**config.mk**
```make
export PLATFORM = sky130hd
export DESIGN_NAME = restoring_div_ctrl
export DESIGN_NICKNAME = d
export VERILOG_FILES = /design/src/rtl/restoring_div_ctrl.sv
export SDC_FILE = /design/constraint.sdc
export NUM_CORES = 1
export LEC_CHECK = 0
export BUFFER_PORTS_ARGS = -buffer_cell sky130_fd_sc_hd__clkbuf_2
export CAP_MARGIN = 20
export CORE_MARGIN = 3
export CORE_UTILIZATION = 54
export CTS_BUF_LIST = sky130_fd_sc_hd__clkbuf_8
export DETAILED_ROUTE_END_ITERATION = 12
export PLACE_DENSITY_LB_ADDON = 0.2
export SKIP_CTS_REPAIR_TIMING = 1
export SYNTH_ARGS = -nofsm -noshare
export SYNTH_HDL_FRONTEND = slang
export SYNTH_SLANG_ARGS = --single-unit
```
**constraint.sdc**
```tcl
create_clock -name clk -period 2.1 [get_ports clk]
set_input_delay 0.105 -clock clk [delete_from_list [all_inputs] [get_ports clk]]
set_output_delay 0.105 -clock clk [all_outputs]
set_load 0.02 [all_outputs]
```
**src/rtl/restoring_div_ctrl.sv**
```systemverilog
// restoring_div_ctrl: control and register file for an 8-bit unsigned restoring divider.
// Holds A (partial remainder), Q (dividend -> quotient) and M (divisor), feeds an external
// combinational subtractor, and performs one shift/subtract/restore step per clock.
module restoring_div_ctrl #(
  parameter int unsigned WIDTH = 8
) (
  input  logic             clk,
  input  logic             rst,
  input  logic             start,
  input  logic [WIDTH-1:0] dividend,
  input  logic [WIDTH-1:0] divisor,
  output logic [WIDTH-1:0] sub_a,
  output logic [WIDTH-1:0] sub_m,
  input  logic [WIDTH-1:0] sub_diff,
  output logic [WIDTH-1:0] quotient,
  output logic [WIDTH-1:0] remainder,
  output logic             busy,
  output logic             done,
  output logic             err
);

  localparam int unsigned CntW = $clog2(WIDTH);
  localparam logic [CntW-1:0] LastIter = CntW'(WIDTH - 1);

  typedef enum logic [1:0] {
    StIdle = 2'd0,
    StRun  = 2'd1,
    StDone = 2'd2
  } state_e;

  state_e          r_state;
  state_e          w_state_d;
  logic [WIDTH-1:0] r_a;
  logic [WIDTH-1:0] r_q;
  logic [WIDTH-1:0] r_m;
  logic [CntW-1:0]  r_cnt;
  logic             r_err;

  logic [WIDTH-1:0] w_a_d;
  logic [WIDTH-1:0] w_q_d;
  logic [WIDTH-1:0] w_m_d;
  logic [CntW-1:0]  w_cnt_d;
  logic             w_err_d;

  logic [WIDTH-1:0] w_shift_a;
  logic             w_illegal;
  logic             w_restore;

  // Left shift of {A,Q} by one: the new A candidate before subtraction.
  assign w_shift_a = {r_a[WIDTH-2:0], r_q[WIDTH-1]};

  // The sign bit of the 8-bit difference is exact only while M <= 127, so a divisor with the
  // top bit set is rejected along with zero.
  assign w_illegal = (divisor == '0) | divisor[WIDTH-1];

  // Negative trial difference means the shifted A was smaller than M: keep it.
  assign w_restore = sub_diff[WIDTH-1];

  // State register.
  always_ff @(posedge clk or posedge rst) begin
    if (rst) begin
      r_state <= StIdle;
    end else begin
      r_state <= w_state_d;
    end
  end

  // Next-state and datapath next values; everything holds unless a case overrides it.
  always_comb begin
    w_state_d = r_state;
    w_a_d     = r_a;
    w_q_d     = r_q;
    w_m_d     = r_m;
    w_cnt_d   = r_cnt;
    w_err_d   = r_err;
    unique case (r_state)
      StIdle: begin
        if (start) begin
          w_m_d = divisor;
          if (w_illegal) begin
            w_a_d     = dividend;
            w_q_d     = '1;
            w_err_d   = 1'b1;
            w_state_d = StDone;
          end else begin
            w_a_d     = '0;
            w_q_d     = dividend;
            w_cnt_d   = '0;
            w_err_d   = 1'b0;
            w_state_d = StRun;
          end
        end
      end
      StRun: begin
        if (w_restore) begin
          w_a_d = w_shift_a;
          w_q_d = {r_q[WIDTH-2:0], 1'b0};
        end else begin
          w_a_d = sub_diff;
          w_q_d = {r_q[WIDTH-2:0], 1'b1};
        end
        w_cnt_d = r_cnt + 1'b1;
        if (r_cnt == LastIter) begin
          w_state_d = StDone;
        end
      end
      StDone: begin
        w_state_d = StIdle;
      end
      default: begin
        w_state_d = StIdle;
      end
    endcase
  end

  // Datapath registers: A, Q, M, iteration counter and error flag.
  always_ff @(posedge clk or posedge rst) begin
    if (rst) begin
      r_a   <= '0;
      r_q   <= '0;
      r_m   <= '0;
      r_cnt <= '0;
      r_err <= 1'b0;
    end else begin
      r_a   <= w_a_d;
      r_q   <= w_q_d;
      r_m   <= w_m_d;
      r_cnt <= w_cnt_d;
      r_err <= w_err_d;
    end
  end

  assign sub_a     = w_shift_a;
  assign sub_m     = r_m;
  assign quotient  = r_q;
  assign remainder = r_a;
  assign busy      = (r_state == StRun);
  assign done      = (r_state == StDone);
  assign err       = r_err;

endmodule
```
After elaboration in Yosys (flattened, before gate mapping):

Cells that the tools add are included.

* output and inout bits: 35
* input bits: 27
* logic and storage cells: 37
* bits in registers: 30

* bitwise operators: 1
* mux-type cells: 16
* add/sub/neg operators: 1
* reductions and logical operators: 7
* eq/ne operators: 6

Operator list (count)
* 8-bit 2-to-1 mux: 5
* 8-bit case mux with 2 select lines: 2
* 8-bit zero test: 1
* 2-bit 2-to-1 mux: 3
* 3-bit 2-to-1 mux: 2
* 3-bit case mux with 2 select lines: 1
* 2-bit AND reduction: 3
* 2-bit inequality test (second input constant): 2
* 2-bit case mux with 2 select lines: 1
* 3-bit by 1-bit adder with 3-bit output (second input constant): 1
* 3-bit == test (second input constant): 1
* 3-bit AND reduction: 1
* 2-bit by 1-bit == test with 1-bit output (second input constant): 1
* 2-bit == test (second input constant): 1
* 2-bit zero test: 1
* 1-bit 2-to-1 mux: 2
* 2-bit by 1-bit inequality test with 1-bit output (second input constant): 1
* 2-bit nonzero test: 1
* 1-bit OR: 1

Longest topological paths before layout:

* word-level depth: 5
* mapped depth: 5
* gate-level depth less buffers: 4

Least setup slack after synthesis:

No wires, ideal clock.

* path kind: reg-to-reg
* start: register r_state[0]
* end: register r_a[0] (netlist: remainder[0])
* stages on the path, launching flop included: 6
* data required time: 1.967 ns
* arrival: 1.195 ns
* path buffers: 2
* slack: 0.771 ns
* setup time: 0.133 ns
* clock period less this slack: 1.329 ns
* cells stage by stage: dfrtp_1 or3b_1 buf_2 buf_6 o221ai_1 o21ai_1

* longest elaborated chain between the ends: 3

Ends and longest elaborated chain
* start: declaration: line 31 `state_e r_state;`
* start signal: assignment: line 62 `r_state <= StIdle;`
* start signal: assignment: line 64 `r_state <= w_state_d;`
* 2-bit by 1-bit == test with 1-bit output / 2-bit zero test (equally long branches): line 76 `unique case (r_state)`
* 2-bit nonzero test (no line) / 2-bit inequality test (equally long branches)
* 2-bit AND reduction (no line)
* end signal: assignment: line 125 `r_a <= w_a_d;`
* end: declaration: line 33 `logic [WIDTH-1:0] r_a;`

Parallel ways exist; a longest one is shown, timed or not.
A chain may end at the register's enable or synchronous reset.

Final worst setup path:

* start: register r_state[0]
* end: register r_q[4] (netlist: quotient[4])

* longest elaborated chain between the ends: 3

Ends and longest elaborated chain
* 2-bit by 1-bit == test with 1-bit output / 2-bit zero test (equally long branches): line 76
* 2-bit nonzero test (no line) / 2-bit inequality test (equally long branches)
* 2-bit AND reduction (no line)
* end signal: assignment: line 126 `r_q <= w_q_d;`
* end: declaration: line 34 `logic [WIDTH-1:0] r_q;`

Parallel ways exist; a longest one is shown, timed or not.

==> run summary <==
Status - complete, no violations
P per Cell Area - 1640 mW/mm2
Total congestion overflow - 0
Mean post-synth cell area - 9.69 um2
I/O pin cnt - 62
Drt drc - 0
Vias - 1400
Kind of critical path - reg2reg
Worst EP required - 2.26 ns
HPWL after DPL - 2610 um
HP Class - in2reg
Layout cells sized above 1 - 38.4%
Initial core utilization - 59.3%
Final min period - 1.63 ns
Initial antenna violation count - 0
Syn-to-layout area delta - 23.7%
Diodes inserted - 0
First-pass GRT wire length - 6000 um
Reg-to-Reg Start - r_state[0]
Leading area contributor after synthesis - dfrtp_1
Pins Over Slew Limit - 0
Critical path arrival - 1.79 ns
Flops & latches, synth - 30
Register area share after synthesis - 48.4%
Total GRT Usage - 22.7%
Wire length per cell - 15.2 um
Routed vias/inst - 5.69
CTS max path bufs - 2
Mapped cell area - 0.00155 mm2
Hold wc startpoint - divisor[2]
Setup Viol. Count Final - 0
Hold Fails Final Rpt - 0
CP Max Fanout - 23
Core Area - 0.00261 mm2
Routability Congestion - 0.750
CP startpoint kind - flop
Post-synth EDFFs - 0
Die width - 59.6 um
Top cell type's share of synthesized area - 48.4%
CTS H-tree lvls - 2
Post-synth top cells - 30 x dfrtp_1, 30 x nand2_1, 10 x buf_4, 10 x o21ai_0
Area of the die - 0.00355 mm2
Maximum VDD drop - 0.00123 V
Drt initial violations - 50
Crit path from - r_state[0]
Worst-Margin Slew - 0.756 ns
Clock root cell - clkbuf_8
Die height - 59.6 um
Number of max-cap violations - 0
Clock sinks - 30
Ys Warns - 0
Design Area, Final - 0.00192 mm2
TritonCTS Buffers - 5
TritonCTS clock tree - built
Largest net degree at the start of global routing - 31
Cell count after synthesis - 160
Post-Syn Nets - 189
Fin crit share - 77.7%
Total Wirelength - 3740 um
Port buffer count - 61
Dpl cell area - 0.00180 mm2
Skew final - 0.00457 ns
RSZ-0062 raised after global routing - no
Post-synth cell types - 30
Router iterations before antenna repair - 4
Crit path capture type - flop
Slew headroom - 48.3%
Final #Nets - 244
Filler Cell Count - 214
FMAX - 0.613 GHz
Routed Antenna Nets - 0
Row count - 18
Clk slew on worst S/H paths - 0.06 ns
Worst skew pair latency - 0.28 ns
Vias in the first global route - 1291
Synth area leaders - dfrtp_1 48%, nand2_1 7.3%, mux2_2 5.1%, buf_4 4.8%, o221ai_1 4.5%
FFs w/ async S/R, synth - 100%
Pleak - 0.943 nW
Setup TNS - 0 ns
Design Power - 3.14 mW
Main synth FF type - dfrtp_1
layout make-up:
cell class                      instances  area [um2]  share of cell area, %
Inverter                                3        11.3                  0.587
Clock buffer                            8         110                   5.74
Multi-Input combinational cell        109         663                   34.6
Timing Repair Buffer                   66         345                   18.0
Sequential cell                        30         751                   39.1
Tap cell                               30        37.5                   1.96
logic make-up after synthesis:
logic type / Yosys count / share of synthesized area (%)
adder cells (fa/ha/maj): 2 / 1.61
AND/OR/NAND/NOR: 50 / 14.9
multiplexers: 9 / 6.38
AO/OA/AOI/OAI: 48 / 19.9
buffers and inverters: 21 / 8.80
flip-flops: 30 / 48.4
final timing paths:
kind / to / slack, ns / cells after the start
max: quotient[4] / 0.47 / 3
min: sub_m[2] / 0.06 / 3
max reg2reg: quotient[4] / 0.47 / 3
min reg2reg: sub_m[3] / 0.48 / 2
max in group asynchronous: r_cnt[1] / 1.40 / 4
min in group asynchronous: remainder[5] / 0.43 / 4
power by group:
part | internal, mW | switching [mW]
combinational | 0.537 | 0.964
sequential | 0.853 | 0.245
clock | 0.330 | 0.210
total | 1.72 | 1.42
layer usage:
| metal | track usage, % | share of wire (%) | vias to the layer above |
|---|---|---|---|
| met5 | 0 | 0 | - |
| met1 | 31.3 | 46 | 669 |
| met2 | 33.7 | 45 | 51 |
| met4 | 7.91 | 1.9 | 0 |
| li1 | - | - | 671 |
| met3 | 7.41 | 7.1 | 9 |
worst max-delay path, stage by stage (launching register included):
cell	delay (ns)
dfrtp_1	0.45
or3b_1	0.73
nor2_1	0.24
a21oi_1	0.09
registers in the layout, summed over array words and instances, names as in the netlist:
name	count
r_state	2
remainder	8
quotient	8
sub_m	8
r_cnt	3
err	1
cells in the final DEF, fill, tap and decap left out:
cell / netlist / layout
o2111ai_2: 1 / 1
a2111oi_0: 1 / 1
nor4_4: 1 / 1
nand2b_1: 4 / 4
dfrtp_1: 30 / 30
o22ai_1: 7 / 7
or3b_1: 1 / 1
nor2_1: 9 / 9
o221ai_1: 8 / 8
mux2_2: 7 / 7
o21bai_1: 1 / 1
ha_1: 2 / 2
clkbuf_8: 0 / 8
nand2_1: 30 / 30
o21ai_1: 8 / 8
dlygate4sd3_1: 0 / 1
o21ba_2: 1 / 1
a221oi_1: 1 / 1
nor3_1: 2 / 2
o2bb2ai_1: 1 / 1
and3_1: 1 / 1
nor2b_1: 1 / 1
a21oi_1: 9 / 9
nor3b_1: 1 / 1
mux2i_1: 2 / 2
clkbuf_2: 1 / 61
buf_4: 10 / 4
inv_1: 3 / 3
o21ai_0: 10 / 10
stage by stage:
| step | setup WS [ns] | hold WS [ns] | instances | util (%) |
|---|---|---|---|---|
| floorplan | 0.771 | 0.196 | 160 | - |
| global placement | 0.556 | 0.170 | 237 | 68.8 |
| detailed placement | 0.497 | 0.179 | 237 | 68.8 |
| CTS | 0.479 | -0.116 | 245 | 73.0 |
| global route | 0.372 | 0.0764 | 246 | 73.4 |
| finish | 0.467 | 0.0580 | 246 | 73.4 |
(Power assumes the default switching activity.)
